## src/rtl/alu_pkg.sv

```systemverilog
// ---------------------------------------------------------------------------
// alu_pkg
// Shared definitions for the pipelined ALU: opcode width, opcode encodings
// and a helper that tells legal opcodes apart from the reserved range.
// ---------------------------------------------------------------------------
`timescale 1ns/1ps
package alu_pkg;

    localparam int OP_W = 4;

    localparam logic [OP_W-1:0] OP_ROL = 4'd0;
    localparam logic [OP_W-1:0] OP_ROR = 4'd1;
    localparam logic [OP_W-1:0] OP_MAX = 4'd2;
    localparam logic [OP_W-1:0] OP_MIN = 4'd3;
    localparam logic [OP_W-1:0] OP_AND = 4'd4;
    localparam logic [OP_W-1:0] OP_ADD = 4'd5;
    localparam logic [OP_W-1:0] OP_SUB = 4'd6;

    // Opcodes 7..15 are reserved and treated as illegal.
    function automatic logic is_legal_op(input logic [OP_W-1:0] op);
        return (op <= OP_SUB);
    endfunction

endpackage

```

## src/rtl/alu_pipe_param_if.sv

```systemverilog
// ---------------------------------------------------------------------------
// alu_pipe_param_if
// Operand/result handshake bundle of the pipelined ALU.
//   master : operand source + result sink (drives beats, drives outReady)
//   slave  : the ALU (drives inReady, result beat and flags)
// Signals: inValid/inReady/opcode/input1/input2/shiftValue on the operand
// side; outValid/outReady/result/carryFlag/zeroFlag/overFlowFlag/illegalOp
// on the result side.
// ---------------------------------------------------------------------------
`timescale 1ns/1ps
interface alu_pipe_param_if
    import alu_pkg::*;
#(
    parameter int WIDTH = 8,
    parameter int SHW   = 5
);
    logic             inValid;
    logic             inReady;
    logic [OP_W-1:0]  opcode;
    logic [WIDTH-1:0] input1;
    logic [WIDTH-1:0] input2;
    logic [SHW-1:0]   shiftValue;
    logic             outValid;
    logic             outReady;
    logic [WIDTH-1:0] result;
    logic             carryFlag;
    logic             zeroFlag;
    logic             overFlowFlag;
    logic             illegalOp;

    modport master (
        output inValid, opcode, input1, input2, shiftValue, outReady,
        input  inReady, outValid, result, carryFlag, zeroFlag, overFlowFlag, illegalOp
    );

    modport slave (
        input  inValid, opcode, input1, input2, shiftValue, outReady,
        output inReady, outValid, result, carryFlag, zeroFlag, overFlowFlag, illegalOp
    );

endinterface

```

## src/rtl/alu_core_comb.sv

```systemverilog
// ---------------------------------------------------------------------------
// alu_core_comb
// Purely combinational execute unit sitting between the operand stage and
// the result stage.
//   opcode    : operation select (see alu_pkg)
//   a, b      : operands
//   shift_amt : rotate amount, reduced modulo WIDTH
//   result    : operation result (0 for illegal opcodes)
//   carry     : ADD carry-out / SUB borrow, else 0
//   overflow  : ADD/SUB signed overflow, else 0
//   zero      : result == 0
//   illegal   : opcode outside the defined set
// ---------------------------------------------------------------------------
`timescale 1ns/1ps
module alu_core_comb
    import alu_pkg::*;
#(
    parameter int WIDTH      = 8,
    parameter int SHW        = 5,
    parameter int SIGNED_CMP = 0
) (
    input  logic [OP_W-1:0]  opcode,
    input  logic [WIDTH-1:0] a,
    input  logic [WIDTH-1:0] b,
    input  logic [SHW-1:0]   shift_amt,
    output logic [WIDTH-1:0] result,
    output logic             carry,
    output logic             overflow,
    output logic             zero,
    output logic             illegal
);
    localparam int MSB = WIDTH - 1;

    logic [31:0]      amt;
    logic [WIDTH-1:0] rol_val;
    logic [WIDTH-1:0] ror_val;
    logic [WIDTH:0]   sum;
    logic [WIDTH:0]   diff;
    logic             a_gt_b;

    always_comb begin
        amt = 32'(shift_amt) % 32'(WIDTH);
        // A shift by the full width yields 0 in SV, so amt==0 passes A through
        // cleanly without any out-of-range part-select.
        rol_val = (a << amt) | (a >> (32'(WIDTH) - amt));
        ror_val = (a >> amt) | (a << (32'(WIDTH) - amt));
        sum     = {1'b0, a} + {1'b0, b};
        // The extra top bit of the widened difference is the borrow.
        diff    = {1'b0, a} - {1'b0, b};
        if (SIGNED_CMP != 0) begin
            a_gt_b = ($signed(a) > $signed(b));
        end else begin
            a_gt_b = (a > b);
        end
    end

    always_comb begin
        result   = '0;
        carry    = 1'b0;
        overflow = 1'b0;
        illegal  = !is_legal_op(opcode);
        case (opcode)
            OP_ROL: result = rol_val;
            OP_ROR: result = ror_val;
            OP_MAX: result = a_gt_b ? a : b;   // ties return A
            OP_MIN: result = (a_gt_b || a == b) ? ((a == b) ? a : b) : a;
            OP_AND: result = a & b;
            OP_ADD: begin
                result   = sum[MSB:0];
                carry    = sum[WIDTH];
                overflow = (a[MSB] == b[MSB]) && (sum[MSB] != a[MSB]);
            end
            OP_SUB: begin
                result   = diff[MSB:0];
                carry    = diff[WIDTH];
                overflow = (a[MSB] != b[MSB]) && (diff[MSB] != a[MSB]);
            end
            default: result = '0;
        endcase
        zero = (result == '0);
    end

endmodule

```

## src/rtl/alu_pipe_param.sv

```systemverilog
// ---------------------------------------------------------------------------
// alu_pipe_param
// Two-stage pipelined ALU with valid/ready handshake.
//   clk   : rising-edge clock
//   rst_n : asynchronous active-low reset, flushes both stages
//   bus   : alu_pipe_param_if.slave (operand beat in, result beat out)
// Stage 1 captures opcode/operands, stage 2 captures result and flags from
// alu_core_comb. Each stage advances when empty or when the stage after it
// advances; inReady is combinational from outReady (no skid buffer).
// ---------------------------------------------------------------------------
`timescale 1ns/1ps
module alu_pipe_param
    import alu_pkg::*;
#(
    parameter int WIDTH      = 8,
    parameter int SHW        = 5,
    parameter int SIGNED_CMP = 0
) (
    input  logic            clk,
    input  logic            rst_n,
    alu_pipe_param_if.slave bus
);
    logic             valid_s1_reg;
    logic [OP_W-1:0]  op_s1_reg;
    logic [WIDTH-1:0] a_s1_reg;
    logic [WIDTH-1:0] b_s1_reg;
    logic [SHW-1:0]   sh_s1_reg;

    logic             out_valid_reg;
    logic [WIDTH-1:0] result_reg;
    logic             carry_reg;
    logic             zero_reg;
    logic             ovf_reg;
    logic             illegal_reg;

    logic [WIDTH-1:0] core_result;
    logic             core_carry;
    logic             core_ovf;
    logic             core_zero;
    logic             core_illegal;

    logic             s2_advance;
    logic             s1_advance;

    assign s2_advance = !out_valid_reg || bus.outReady;
    assign s1_advance = !valid_s1_reg || s2_advance;
    assign bus.inReady = s1_advance;

    alu_core_comb #(
        .WIDTH      (WIDTH),
        .SHW        (SHW),
        .SIGNED_CMP (SIGNED_CMP)
    ) u_core (
        .opcode    (op_s1_reg),
        .a         (a_s1_reg),
        .b         (b_s1_reg),
        .shift_amt (sh_s1_reg),
        .result    (core_result),
        .carry     (core_carry),
        .overflow  (core_ovf),
        .zero      (core_zero),
        .illegal   (core_illegal)
    );

    // Stage 1: operand capture
    always_ff @(posedge clk or negedge rst_n) begin
        if (!rst_n) begin
            valid_s1_reg <= 1'b0;
            op_s1_reg    <= '0;
            a_s1_reg     <= '0;
            b_s1_reg     <= '0;
            sh_s1_reg    <= '0;
        end else if (s1_advance) begin
            valid_s1_reg <= bus.inValid;
            if (bus.inValid) begin
                op_s1_reg <= bus.opcode;
                a_s1_reg  <= bus.input1;
                b_s1_reg  <= bus.input2;
                sh_s1_reg <= bus.shiftValue;
            end
        end
    end

    // Stage 2: result/flag capture; holds while the sink stalls
    always_ff @(posedge clk or negedge rst_n) begin
        if (!rst_n) begin
            out_valid_reg <= 1'b0;
            result_reg    <= '0;
            carry_reg     <= 1'b0;
            zero_reg      <= 1'b0;
            ovf_reg       <= 1'b0;
            illegal_reg   <= 1'b0;
        end else if (s2_advance) begin
            out_valid_reg <= valid_s1_reg;
            if (valid_s1_reg) begin
                result_reg  <= core_result;
                carry_reg   <= core_carry;
                zero_reg    <= core_zero;
                ovf_reg     <= core_ovf;
                illegal_reg <= core_illegal;
            end
        end
    end

    assign bus.outValid     = out_valid_reg;
    assign bus.result       = result_reg;
    assign bus.carryFlag    = carry_reg;
    assign bus.zeroFlag     = zero_reg;
    assign bus.overFlowFlag = ovf_reg;
    assign bus.illegalOp    = illegal_reg;

endmodule

```

## src/flat_wrapper.sv

```systemverilog
// flat-port wrapper written by rule: the top's interface ports become plain ports
module alu_pipe_param_flat import alu_pkg::*;
#(
    parameter int WIDTH      = 8,
    parameter int SHW        = 5,
    parameter int SIGNED_CMP = 0
)
  (clk, rst_n, bus_inValid, bus_opcode, bus_input1, bus_input2, bus_shiftValue, bus_outReady, bus_inReady, bus_outValid, bus_result, bus_carryFlag, bus_zeroFlag, bus_overFlowFlag, bus_illegalOp);
  alu_pipe_param_if #(.WIDTH(WIDTH), .SHW(SHW)) bus_i ();
  input  logic clk;
  input  logic rst_n;
  input wire logic [$bits(bus_i.inValid)-1:0] bus_inValid;
  input wire logic [$bits(bus_i.opcode)-1:0] bus_opcode;
  input wire logic [$bits(bus_i.input1)-1:0] bus_input1;
  input wire logic [$bits(bus_i.input2)-1:0] bus_input2;
  input wire logic [$bits(bus_i.shiftValue)-1:0] bus_shiftValue;
  input wire logic [$bits(bus_i.outReady)-1:0] bus_outReady;
  output wire logic [$bits(bus_i.inReady)-1:0] bus_inReady;
  output wire logic [$bits(bus_i.outValid)-1:0] bus_outValid;
  output wire logic [$bits(bus_i.result)-1:0] bus_result;
  output wire logic [$bits(bus_i.carryFlag)-1:0] bus_carryFlag;
  output wire logic [$bits(bus_i.zeroFlag)-1:0] bus_zeroFlag;
  output wire logic [$bits(bus_i.overFlowFlag)-1:0] bus_overFlowFlag;
  output wire logic [$bits(bus_i.illegalOp)-1:0] bus_illegalOp;
  assign bus_i.inValid = bus_inValid;
  assign bus_i.opcode = bus_opcode;
  assign bus_i.input1 = bus_input1;
  assign bus_i.input2 = bus_input2;
  assign bus_i.shiftValue = bus_shiftValue;
  assign bus_i.outReady = bus_outReady;
  assign bus_inReady = bus_i.inReady;
  assign bus_outValid = bus_i.outValid;
  assign bus_result = bus_i.result;
  assign bus_carryFlag = bus_i.carryFlag;
  assign bus_zeroFlag = bus_i.zeroFlag;
  assign bus_overFlowFlag = bus_i.overFlowFlag;
  assign bus_illegalOp = bus_i.illegalOp;
  alu_pipe_param #(.WIDTH(WIDTH), .SHW(SHW), .SIGNED_CMP(SIGNED_CMP)) u_core (.clk(clk), .rst_n(rst_n), .bus(bus_i));
endmodule
```

## config.mk

```make
export PLATFORM = sky130hd
export DESIGN_NAME = alu_pipe_param_flat
export DESIGN_NICKNAME = d
export VERILOG_FILES = /design/src/rtl/alu_pkg.sv /design/src/rtl/alu_pipe_param_if.sv /design/src/rtl/alu_core_comb.sv /design/src/rtl/alu_pipe_param.sv /design/src/flat_wrapper.sv
export SDC_FILE = /design/constraint.sdc
export NUM_CORES = 1
export LEC_CHECK = 0
export ABC_AREA = 1
export CAP_MARGIN = 20
export CORE_ASPECT_RATIO = 0.8
export CORE_MARGIN = 2
export CORE_UTILIZATION = 35
export DETAILED_ROUTE_END_ITERATION = 10
export SKIP_CTS_REPAIR_TIMING = 1
export SLEW_MARGIN = 20
export SYNTH_ARGS = -nofsm -noshare
export SYNTH_HDL_FRONTEND = slang
export SYNTH_SLANG_ARGS = --single-unit
```

## constraint.sdc

```tcl
create_clock -name clk -period 4.9 [get_ports clk]
set_input_delay 0.98 -clock clk [delete_from_list [all_inputs] [get_ports clk]]
set_output_delay 0.98 -clock clk [all_outputs]
set_load 0.02 [all_outputs]
```

* After elaboration in Yosys (flattened, before gate mapping)
Cells that the tools add are included.
** Storage, ports and cells
- Bits in registers :: 37
- Output and inout bits :: 14
- Logic and storage cells :: 52
- Input bits :: 29
** Operators by class
- Equality and inequality tests :: 11
- Reductions and logical operators :: 12
- $lt $le $gt $ge :: 2
- Mux-type cells :: 6
- Bitwise logic cells :: 3
- Shifts and indexed selects :: 4
- $add $sub $neg :: 3
** Operator list (count)
- $pmux W8 S7 :: 1
- $shl A8 B32 Y8 :: 1
- $shr A8 B32 Y8 :: 1
- $mux W8 :: 3
- $or A8 B8 Y8 :: 2
- $eq A4 B3 Y1 const B :: 3
- $add A8 B8 Y9 :: 1
- $sub A8 B8 Y9 :: 1
- $and A8 B8 Y8 :: 1
- $eq A4 B2 Y1 const B :: 2
- $eq A8 B8 Y1 :: 1
- $gt A8 B8 Y1 :: 1
- $logic_not A8 Y1 :: 1
- $shl A8 B3 Y8 :: 1
- $shr A8 B3 Y8 :: 1
- $sub A4 B3 Y5 const A :: 1
- $eq A4 B1 Y1 const B :: 1
- $le A4 B3 Y1 const B :: 1
- $logic_not A4 Y1 :: 1
- $pmux W1 S2 :: 2
- $reduce_and A2 Y1 :: 2
- $logic_not A1 Y1 :: 3
- $logic_or A1 B1 Y1 :: 3
- $ne A1 B1 Y1 :: 3
- other kinds (2) :: 3

* Longest topological paths before layout
Gate-level depths: netlist of the first run.
- Word-level depth :: 5
- Mapped depth :: 19

* Cells and area by module
Synthesis of the first run repeated with hierarchy kept, for this count alone.
** Second synthesis, totals
- Cells, all modules :: 664
- Area, all modules :: 3991.3 um^2
** By module, submodules not included
- alu_core_comb :: area an instance 2441.1 um^2, sequential area each 0.0 um^2, cells each 497, instances 1
- alu_pipe_param :: area an instance 1550.2 um^2, sequential area each 975.9 um^2, cells each 167, instances 1

* Least setup slack after synthesis of the first run
OpenSTA, ideal clock, no wires.
- Path type :: input to output
- From :: in bus_outReady
- To :: out bus_inReady
- Cell stages on the path :: 2
- Arrival time :: 1.233 ns
- Path buffers :: 0
- Setup slack :: 2.687 ns
- Cells stage by stage :: inv_1 -> nand3_1
** Between the ends
- Cells in the longest elaborated chain, start to end :: 2
** Ends and longest elaborated chain
- start, declared :: RTL line flat_wrapper.sv:17 : input wire logic [$bits(bus_i.outReady)-1:0] bus_outReady;
- $logic_or A1 B1 Y1 :: RTL line alu_pipe_param.sv:45 : assign s2_advance = !out_valid_reg || bus.outReady;
- $logic_or A1 B1 Y1 :: RTL line alu_pipe_param.sv:46 : assign s1_advance = !valid_s1_reg || s2_advance;
- end, declared :: RTL line flat_wrapper.sv:18 : output wire logic [$bits(bus_i.inReady)-1:0] bus_inReady;
No other way between the ends.

* Final worst setup path of the first run
Same ends and word-level chain as after synthesis.

==> results of run 1 <==
-- cells in the final DEF, fill, tap and decap left out, types with 2 or more instances in the layout --
master	count
nand2_1	194
nand3_1	110
nor2_1	69
inv_1	55
a21oi_1	41
clkdlybuf4s50_1	39
dfrtp_1	37
o21ai_0	20
ha_1	17
inv_2	7
nand4_1	5
clkbuf_16	5
nand3_2	4
nand2_2	4
nor2_2	4
a31oi_1	3
nor3_2	3
nor3_1	3
o21ai_1	3
a21o_1	2
nor2_4	2
o21ai_2	2
fa_1	2
-- final timing paths --
| path | cells after the start | slack (ps) | end | start |
|---|---|---|---|---|
| max | 4 | 1710 | bus_inReady | bus_outReady |
| min | 2 | 490 | u_core.bus.zeroFlag | u_core.bus.zeroFlag |
| max reg2reg | 15 | 1720 | u_core.bus.zeroFlag | u_core.sh_s1_reg[0] |
| min reg2reg | 2 | 490 | u_core.bus.zeroFlag | u_core.bus.zeroFlag |
| max in group asynchronous | 1 | 3540 | u_core.bus.result[3] | rst_n |
| min in group asynchronous | 1 | 790 | u_core.bus.overFlowFlag | rst_n |
-- power by group through the flow --
| stage | clock network [mW] | logic [mW] | registers [mW] |
|---|---|---|---|
| floorplan | 0 | 0.647 | 0.470 |
| global placement | 0 | 0.927 | 0.454 |
| detailed placement | 0 | 0.931 | 0.453 |
| CTS | 0.339 | 0.938 | 0.449 |
| global route | 0.353 | 1.06 | 0.460 |
| finish | 0.330 | 0.954 | 0.450 |
-- stage by stage --
stage	power [mW]	std cells	area, sq um
4_1_cts	1.73	786	4330
6_report	1.73	786	4330
5_1_grt	1.87	786	4330
2_1_floorplan	1.12	619	3740
3_3_place_gp	1.38	778	4190
3_5_place_dp	1.38	778	4190
-- kinds of logic after synthesis --
| family | synth area share, % |
|---|---|
| flops | 24.7 |
| buf+inv | 9.86 |
| simple gates | 47.0 |
| compound gates | 11.2 |
| xor+xnor | 0.468 |
| fa+ha+maj | 6.75 |
-- layout make-up --
class                   count  area share, %
clock inverters             3          0.491
flip-flops and latches     37           21.4
repair buffers             41           9.30
well taps                 140           4.04
inverters                  62           5.37
multi-input cells         498           56.5
clock buffers               5           2.89
-- worst min-delay path: cells and delay by family, from the launching register on --
family | cells | cell delay (ps)
simple gates | 2 | 110
flops | 1 | 350
-- routing by layer --
layer / vias to the layer above / share of wire, %
met1: 1940 / 50
met3: 17 / 7.2
met4: 0 / 1.2
li1: 2059 / -
met2: 174 / 42
met5: - / 0
-- synthesized netlist by cell type (all sizes together) --
cell type  number
a21boi          1
a21o            2
a21oi          43
a31oi           3
buf            15
clkbuf          7
dfrtp          37
fa              2
ha             17
inv            62
nand2         199
nand3         114
nand4           5
nor2           75
nor3            7
o211ai          1
o21ai          25
o21bai          1
or3             1
xnor2           1
xor2            1
==> results.sh, run 1 <==
export IMPL_critPathBufInv=3
export IMPL_leakagePower_nw=2.20
export IMPL_grt_use_met1_pct=32.2
export IMPL_crit_slowest_cell="clkdlybuf4s50_1"
export IMPL_synth_warnings=0
export IMPL_cts_path_max_buffers=2
export IMPL_final_hold_viol_count=0
export IMPL_cellPowerDensity_mw_per_mm2=400
export IMPL_synth_cell_type_count=35
export IMPL_dr_pass1_iters=5
export IMPL_status="finished clean"
export IMPL_vias=4190
export IMPL_power_internal_mw=0.884
export IMPL_grt_overflow_total=0
export IMPL_cpMostUsedCell="clkdlybuf4s50_1"
export IMPL_p_sw_share_pct=49.0
export IMPL_die_h_um=96.5
export IMPL_gr_max_usage_layer="met2"
export IMPL_ys_ff_latch=37
export IMPL_grt_total_usage_pct=22.4
export IMPL_worstPathRequired_ps=3920
export IMPL_cts_tree="yes"
export IMPL_path_clk_slew_ps=60
export IMPL_seq_power_share_pct=26.0
export IMPL_pre_cts_ws_ps=1700
export IMPL_ir_drop_v=0.000261
export IMPL_grt_pass1_vias=3932
export IMPL_critical_path_class="in -> out"
export IMPL_vias_per_cell=5.33
export IMPL_finalSetupViolCount=0
export IMPL_row_count=33
export IMPL_dp_final_hpwl_mm=9.36
export IMPL_worst_pin_slew_ps=955
export IMPL_grt_first_pass_wirelength_mm=20.2
export IMPL_synthTopCellsByArea="dfrtp_1 (25%), nand2_1 (19%), nand3_1 (15%)"
export IMPL_synthesis_area_sq_mm=0.00374
export IMPL_die_area_sq_mm=0.0115
export IMPL_fin_skew_ps=5.56
export IMPL_nets=693
export IMPL_root_buffer="clkbuf_16"
export IMPL_critPathLaunchType="input pin"
export IMPL_timing_fmax_mhz=314
export IMPL_cp_slowest_stage_delay_ps=620
export IMPL_portBuffers=40
export IMPL_crit_chain="clkdlybuf4s50_1 -> inv_1 -> nand3_1 -> clkdlybuf4s50_1"
export IMPL_finalCoreUtilization_pct=42.0
export IMPL_synth_top_area_share_pct=24.7
export IMPL_worstPathArrival_ps=2210
export IMPL_ys_seq_area_share_pct=24.7
export IMPL_drive_gt1_share_pct=6.19
export IMPL_ant_nets=0
export IMPL_syn_avg_cell_area_sq_um=6.05
export IMPL_insertedDiodeCount=0
export IMPL_ff_latch_area_sq_um=926
export IMPL_fp_dieW_um=120
export IMPL_endpoint_kind="primary output"
export IMPL_dr_first_iter_drc_count=485
export IMPL_multi_input_area_sq_mm=0.00245
export IMPL_finalSetupTns_ps=0
export IMPL_rsz0062_at_grt="false"
export IMPL_clock_sink_count=37
export IMPL_cap_violations=0
export IMPL_hold_path_class="reg -> reg"
export IMPL_htree_levels=2
export IMPL_grt_util_met2_pct=34.0
export IMPL_whs_ps=492
export IMPL_drc=0
export IMPL_path_max_fanout=3
export IMPL_clock_power_share_pct=19.0
export IMPL_synthToLayoutAreaGrowth_pct=15.7
export IMPL_switchingPower_mw=0.849
export IMPL_cts_made_buffers=5
export IMPL_io_pins=43
export IMPL_core_sq_mm=0.0103
export IMPL_start_util_pct=36.3
export IMPL_pwr_share_comb_pct=55.0
export IMPL_wirelength_mm=12.5
export IMPL_fillers=1133
export IMPL_met3_usage_pct=5.46
export IMPL_min_period_ps=3190
export IMPL_syn_nets=667
export IMPL_grt_max_degree=48
export IMPL_final_max_slew_viol_count=0
export IMPL_clock_insertion_delay_worst_skew_ps=290
export IMPL_period_share_pct=65.1
export IMPL_synthCells=619
export IMPL_setup_ws_ps=1710
export IMPL_crit_family="buffers and inverters"
export IMPL_yosysTopAreaCell="dfrtp_1"
export IMPL_gp_congestion=0.947
export IMPL_antenna_found_initial=0
export IMPL_max_slew_margin_pct=35.9
export IMPL_wl_per_cell_um=15.9
No activity file was read; power rests on OpenSTA's default activity.
==> run 2: changes to the inputs <==
- clock period: 4.9 -> 3.2 ns (I/O delays scaled with it)
==> run 2 against run 1 <==
Compared with the run above:
- register-to-register slack got worse by 1200 ps
- via count up 1.6%
- cell area grew 2.5%
- sequential power increased by 50%
- die area is the same
- combinational power is 59% higher
- sequential share of layout area down 0.51 points
- power rose by 56%
- first-iteration DRC count fell by 19%
- largest power group unchanged
==> results.sh, run 2 (synthesis gave the netlist of run 1 again) <==
export IMPL_endpoint="u_core.bus.zeroFlag"
export IMPL_r2r_setup_slack_ps=540
export IMPL_cp_slowest_stage_delay_ps=610
export IMPL_finalSetupTns_ps=0
export IMPL_hold_path_class="in -> async"
export IMPL_fillers=1143
export IMPL_gp_congestion=0.946
export IMPL_antenna_found_initial=0
export IMPL_setup_ws_ps=542
export IMPL_cpMostUsedCell="nand2_1"
export IMPL_clock_insertion_delay_worst_skew_ps=290
export IMPL_nets=707
export IMPL_worstPathArrival_ps=2840
export IMPL_wirelength_mm=12.6
export IMPL_root_buffer="clkbuf_16"
export IMPL_ir_drop_v=0.000365
export IMPL_crit_chain="inv_2 -> ha_1 -> inv_1 -> nand2_1 -> nand2_1 -> nand2_2 -> inv_1 -> nand3_1 -> nand2_1 -> nand2_1 -> nand2_1 -> nor2_1 -> nand2_1 -> nor2_1 -> nand2_1 -> nor2_1 -> nand2_1 -> nand2_1"
export IMPL_leakagePower_nw=2.27
export IMPL_portBuffers=40
export IMPL_path_depth=18
export IMPL_r2r_end="u_core.bus.zeroFlag"
export IMPL_die_area_sq_mm=0.0115
export IMPL_vias=4257
export IMPL_critPathBufInv=3
export IMPL_start_util_pct=36.3
export IMPL_finalSetupViolCount=0
export IMPL_dp_final_hpwl_mm=9.65
export IMPL_crit_start="u_core.sh_s1_reg[0]"
export IMPL_period_share_pct=83.0
export IMPL_row_count=33
export IMPL_min_period_ps=2660
export IMPL_dr_first_iter_drc_count=391
export IMPL_r2r_start="u_core.sh_s1_reg[0]"
export IMPL_drc=0
export IMPL_worstPathRequired_ps=3390
export IMPL_rsz0062_at_grt="false"
export IMPL_cts_tree="yes"
export IMPL_die_h_um=96.5
export IMPL_max_slew_margin_pct=39.7
export IMPL_status="finished clean"
export IMPL_wl_per_cell_um=15.8
export IMPL_grt_pass1_vias=4158
export IMPL_worst_pin_slew_ps=904
export IMPL_vias_per_cell=5.32
export IMPL_timing_fmax_mhz=376
export IMPL_final_max_slew_viol_count=0
export IMPL_layout_commonest_cell="nand2_1"
export IMPL_path_clk_slew_ps=60
export IMPL_htree_levels=2
export IMPL_core_sq_mm=0.0103
export IMPL_clock_sink_count=37
export IMPL_endpoint_kind="flop"
export IMPL_dpl_cell_area_sq_mm=0.00429
export IMPL_cellPowerDensity_mw_per_mm2=610
export IMPL_drive_gt1_share_pct=8.18
export IMPL_cts_path_max_buffers=2
export IMPL_critical_path_class="reg -> reg"
export IMPL_final_cell_mix="nand2_1 (194), nand3_1 (110), nor2_1 (69)"
export IMPL_critPathLaunchType="flop"
export IMPL_grt_overflow_total=0
export IMPL_fp_dieW_um=120
export IMPL_final_hold_viol_count=0
export IMPL_insertedDiodeCount=0
export IMPL_grt_total_usage_pct=23.1
export IMPL_r2r_cells=18
export IMPL_io_pins=43
export IMPL_ant_nets=0
export IMPL_grt_first_pass_wirelength_mm=20.9
export IMPL_pre_cts_ws_ps=613
export IMPL_crit_family="simple AND/OR/NAND/NOR gates"
export IMPL_cts_made_buffers=5
export IMPL_synthToLayoutAreaGrowth_pct=18.5
export IMPL_fin_skew_ps=4.02
export IMPL_path_max_fanout=12
export IMPL_grt_max_degree=48
export IMPL_cap_violations=0
export IMPL_dr_pass1_iters=5
export IMPL_crit_slowest_cell="dfrtp_1"
export IMPL_final_area_sq_mm=0.00444
-- run 2: changes by cell type in the layout (fill, tap and decap cells not counted) --
cell        change
buf_4          +14
inv_6           -1
clkinv_4        +2
clkinvlp_4      -1
-- run 2: how the worst min path moves through the flow --
| stage | from | to | slack (ps) | cells after the start |
|---|---|---|---|---|
| after global routing | u_core.bus.zeroFlag | u_core.bus.zeroFlag | 520 | 2 |
| after global placement | u_core.bus.illegalOp | u_core.bus.illegalOp | 480 | 2 |
| after floorplan | rst_n | u_core.a_s1_reg[0] | 340 | 0 |
| after detailed placement | u_core.bus.result[7] | u_core.bus.result[7] | 480 | 2 |
| after CTS | u_core.bus.illegalOp | u_core.bus.illegalOp | 500 | 2 |
| final | rst_n | u_core.bus.overFlowFlag | 470 | 1 |
-- run 2: cell type report --
class                      count  area (sq um)  area share, %
clock inverter                 3          22.5          0.507
tap                          140           175           3.95
inverter                      62           233           5.24
clock buffer                   5           125           2.82
sequential                    37           926           20.9
multi-input combinational    498          2450           55.2
timing repair buffer          55           508           11.4
-- run 2: through the flow --
| step | cells | util, % | power, mW | hold WS, ps |
|---|---|---|---|---|
| finish | 800 | 43.0 | 2.71 | 474 |
| global route | 800 | 43.0 | 2.94 | 518 |
| CTS | 800 | 43.0 | 2.69 | 501 |
| detailed placement | 792 | 41.6 | 2.17 | 476 |
| global placement | 792 | 41.6 | 2.17 | 482 |
| floorplan | 619 | - | 1.71 | 344 |
-- run 2: power by group --
part	internal (mW)	total, mW	switching [mW]
logic	0.530	1.52	0.985
clock network	0.291	0.518	0.227
registers	0.568	0.676	0.108
-- run 2: routing by layer --
metal	share of wire, %	global-route usage (%)	vias to the layer above
met5	0	0	-
met4	1.5	5.00	0
met3	7.4	4.05	24
met2	41	34.0	185
met1	50	35.0	1960
li1	-	-	2088
==> run 3: changes to the inputs <==
- clock period: 3.2 -> 2.35 ns (I/O delays scaled with it)
==> run 3 against run 2 <==
Compared with the run above:
- combinational power up 74%
- power rose by 60%
- final cell count is 7.8% higher
- fmax grew 20%
- wire length increased by 6.2%
- global-route usage rose by 0.37 points
- utilization up 7.0 points
- sequential cell count is the same
- setup slack worse by 400 ps
- non-clock buffer count up 62
- cell area is 16% higher
- first-iteration DRC count grew 17%
- critical path type unchanged
- critical endpoint is now u_core.bus.result[7]
- largest power group unchanged
==> results.sh, run 3 (synthesis gave the netlist of run 1 again) <==
export IMPL_fp_dieW_um=120
export IMPL_gp_congestion=0.928
export IMPL_wirelength_mm=13.4
export IMPL_layout_commonest_cell="nand2_1"
export IMPL_leakagePower_nw=2.59
export IMPL_grt_first_pass_wirelength_mm=21.2
export IMPL_insertedDiodeCount=0
export IMPL_critPathLaunchType="flop"
export IMPL_endpoint_kind="flop"
export IMPL_worst_pin_slew_ps=856
export IMPL_finalSetupViolCount=0
export IMPL_start_util_pct=36.3
export IMPL_drive_gt1_share_pct=21.5
export IMPL_die_h_um=96.5
export IMPL_ir_drop_v=0.000556
export IMPL_core_sq_mm=0.0103
export IMPL_max_slew_margin_pct=42.9
export IMPL_finalNonFillerCells=862
export IMPL_final_hold_viol_count=0
export IMPL_clock_insertion_delay_worst_skew_ps=290
export IMPL_period_share_pct=93.9
export IMPL_critical_path_class="reg -> reg"
export IMPL_path_max_fanout=11
export IMPL_dr_first_iter_drc_count=458
export IMPL_min_period_ps=2210
export IMPL_cap_violations=0
export IMPL_cts_made_buffers=5
export IMPL_cts_tree="yes"
export IMPL_grt_overflow_total=0
export IMPL_vias_per_cell=5.21
export IMPL_final_max_slew_viol_count=0
export IMPL_status="finished clean"
export IMPL_path_clk_slew_ps=60
export IMPL_dp_final_hpwl_mm=10.3
export IMPL_dr_pass1_iters=5
export IMPL_htree_levels=2
export IMPL_worstPathRequired_ps=2550
export IMPL_wl_per_cell_um=15.5
export IMPL_final_cell_mix="nand2_1 (189), nand3_1 (105), buf_4 (72)"
export IMPL_cellPowerDensity_mw_per_mm2=838
export IMPL_row_count=33
export IMPL_worstPathArrival_ps=2400
export IMPL_portBuffers=40
export IMPL_grt_total_usage_pct=23.4
export IMPL_cts_path_max_buffers=2
export IMPL_fin_skew_ps=2.84
export IMPL_die_area_sq_mm=0.0115
export IMPL_root_buffer="clkbuf_16"
export IMPL_nets=769
export IMPL_drc=0
export IMPL_io_pins=43
export IMPL_placed_cells=845
export IMPL_timing_fmax_mhz=453
export IMPL_vias=4490
export IMPL_ant_nets=0
export IMPL_hold_path_class="in -> async"
export IMPL_rsz0062_at_grt="true"
export IMPL_grt_pass1_vias=4106
export IMPL_synthToLayoutAreaGrowth_pct=37.8
export IMPL_finalCoreUtilization_pct=50.0
export IMPL_grt_max_degree=48
export IMPL_antenna_found_initial=0
export IMPL_clock_sink_count=37
## run 3: area by class of cell
| cell class | count | area [sq um] |
|---|---|---|
| multi-input cells | 498 | 2640 |
| well taps | 140 | 175 |
| clock buffers | 6 | 129 |
| repair buffers | 117 | 1010 |
| fillers | 1055 | 5160 |
| clock inverters | 2 | 38.8 |
| flip-flops and latches | 37 | 928 |
| inverters | 62 | 235 |
## run 3: path summary, 6_finish.rpt
kind                                       from              endpoint  cells past startpoint  slack, ps
setup reg to reg             u_core.a_s1_reg[4]  u_core.bus.result[7]                     12        140
setup / recovery             u_core.a_s1_reg[4]  u_core.bus.result[7]                     12        140
hold reg to reg            u_core.bus.result[0]  u_core.bus.result[0]                      2        500
hold / removal                            rst_n  u_core.bus.carryFlag                      1        280
max in group asynchronous                 rst_n    u_core.a_s1_reg[1]                      1       1460
min in group clk           u_core.bus.result[0]  u_core.bus.result[0]                      2        500
## run 3: where the power goes
| group | internal, mW | switching [mW] |
|---|---|---|
| combinational | 1.11 | 1.53 |
| clock | 0.503 | 0.280 |
| sequential | 0.776 | 0.120 |
## run 3: per-layer routing
layer  global-route usage (%)  routed length (um)
met1                     34.2                6610
met2                     36.2                5770
met3                     4.34                 832
met4                     5.00                 194
met5                        0                   0
## run 3: stage by stage
stage                     setup TNS, ps  cell area [sq um]  total power, mW  worst slack (ps)  hold slack [ps]
after floorplan                       0               3740             2.33               276              174
after global placement                0               4730             3.27              30.7              481
after detailed placement          -41.9               4730             3.28             -36.2              484
after CTS                         -59.8               4890             4.08             -32.3              327
after global routing              -42.5               5160             4.65             -37.3              360
final                                 0               5160             4.32               144              281
## run 3: critical path, stage by stage (launching register included)
cell     delay [ps]
dfrtp_1         410
ha_4            340
nand2_2          90
nor2_4          120
buf_4           110
nand3_2         130
buf_4           230
nand3_1          90
nand3_1          70
nand2_1         160
nor2_4           60
buf_4           120
o21ai_0         160
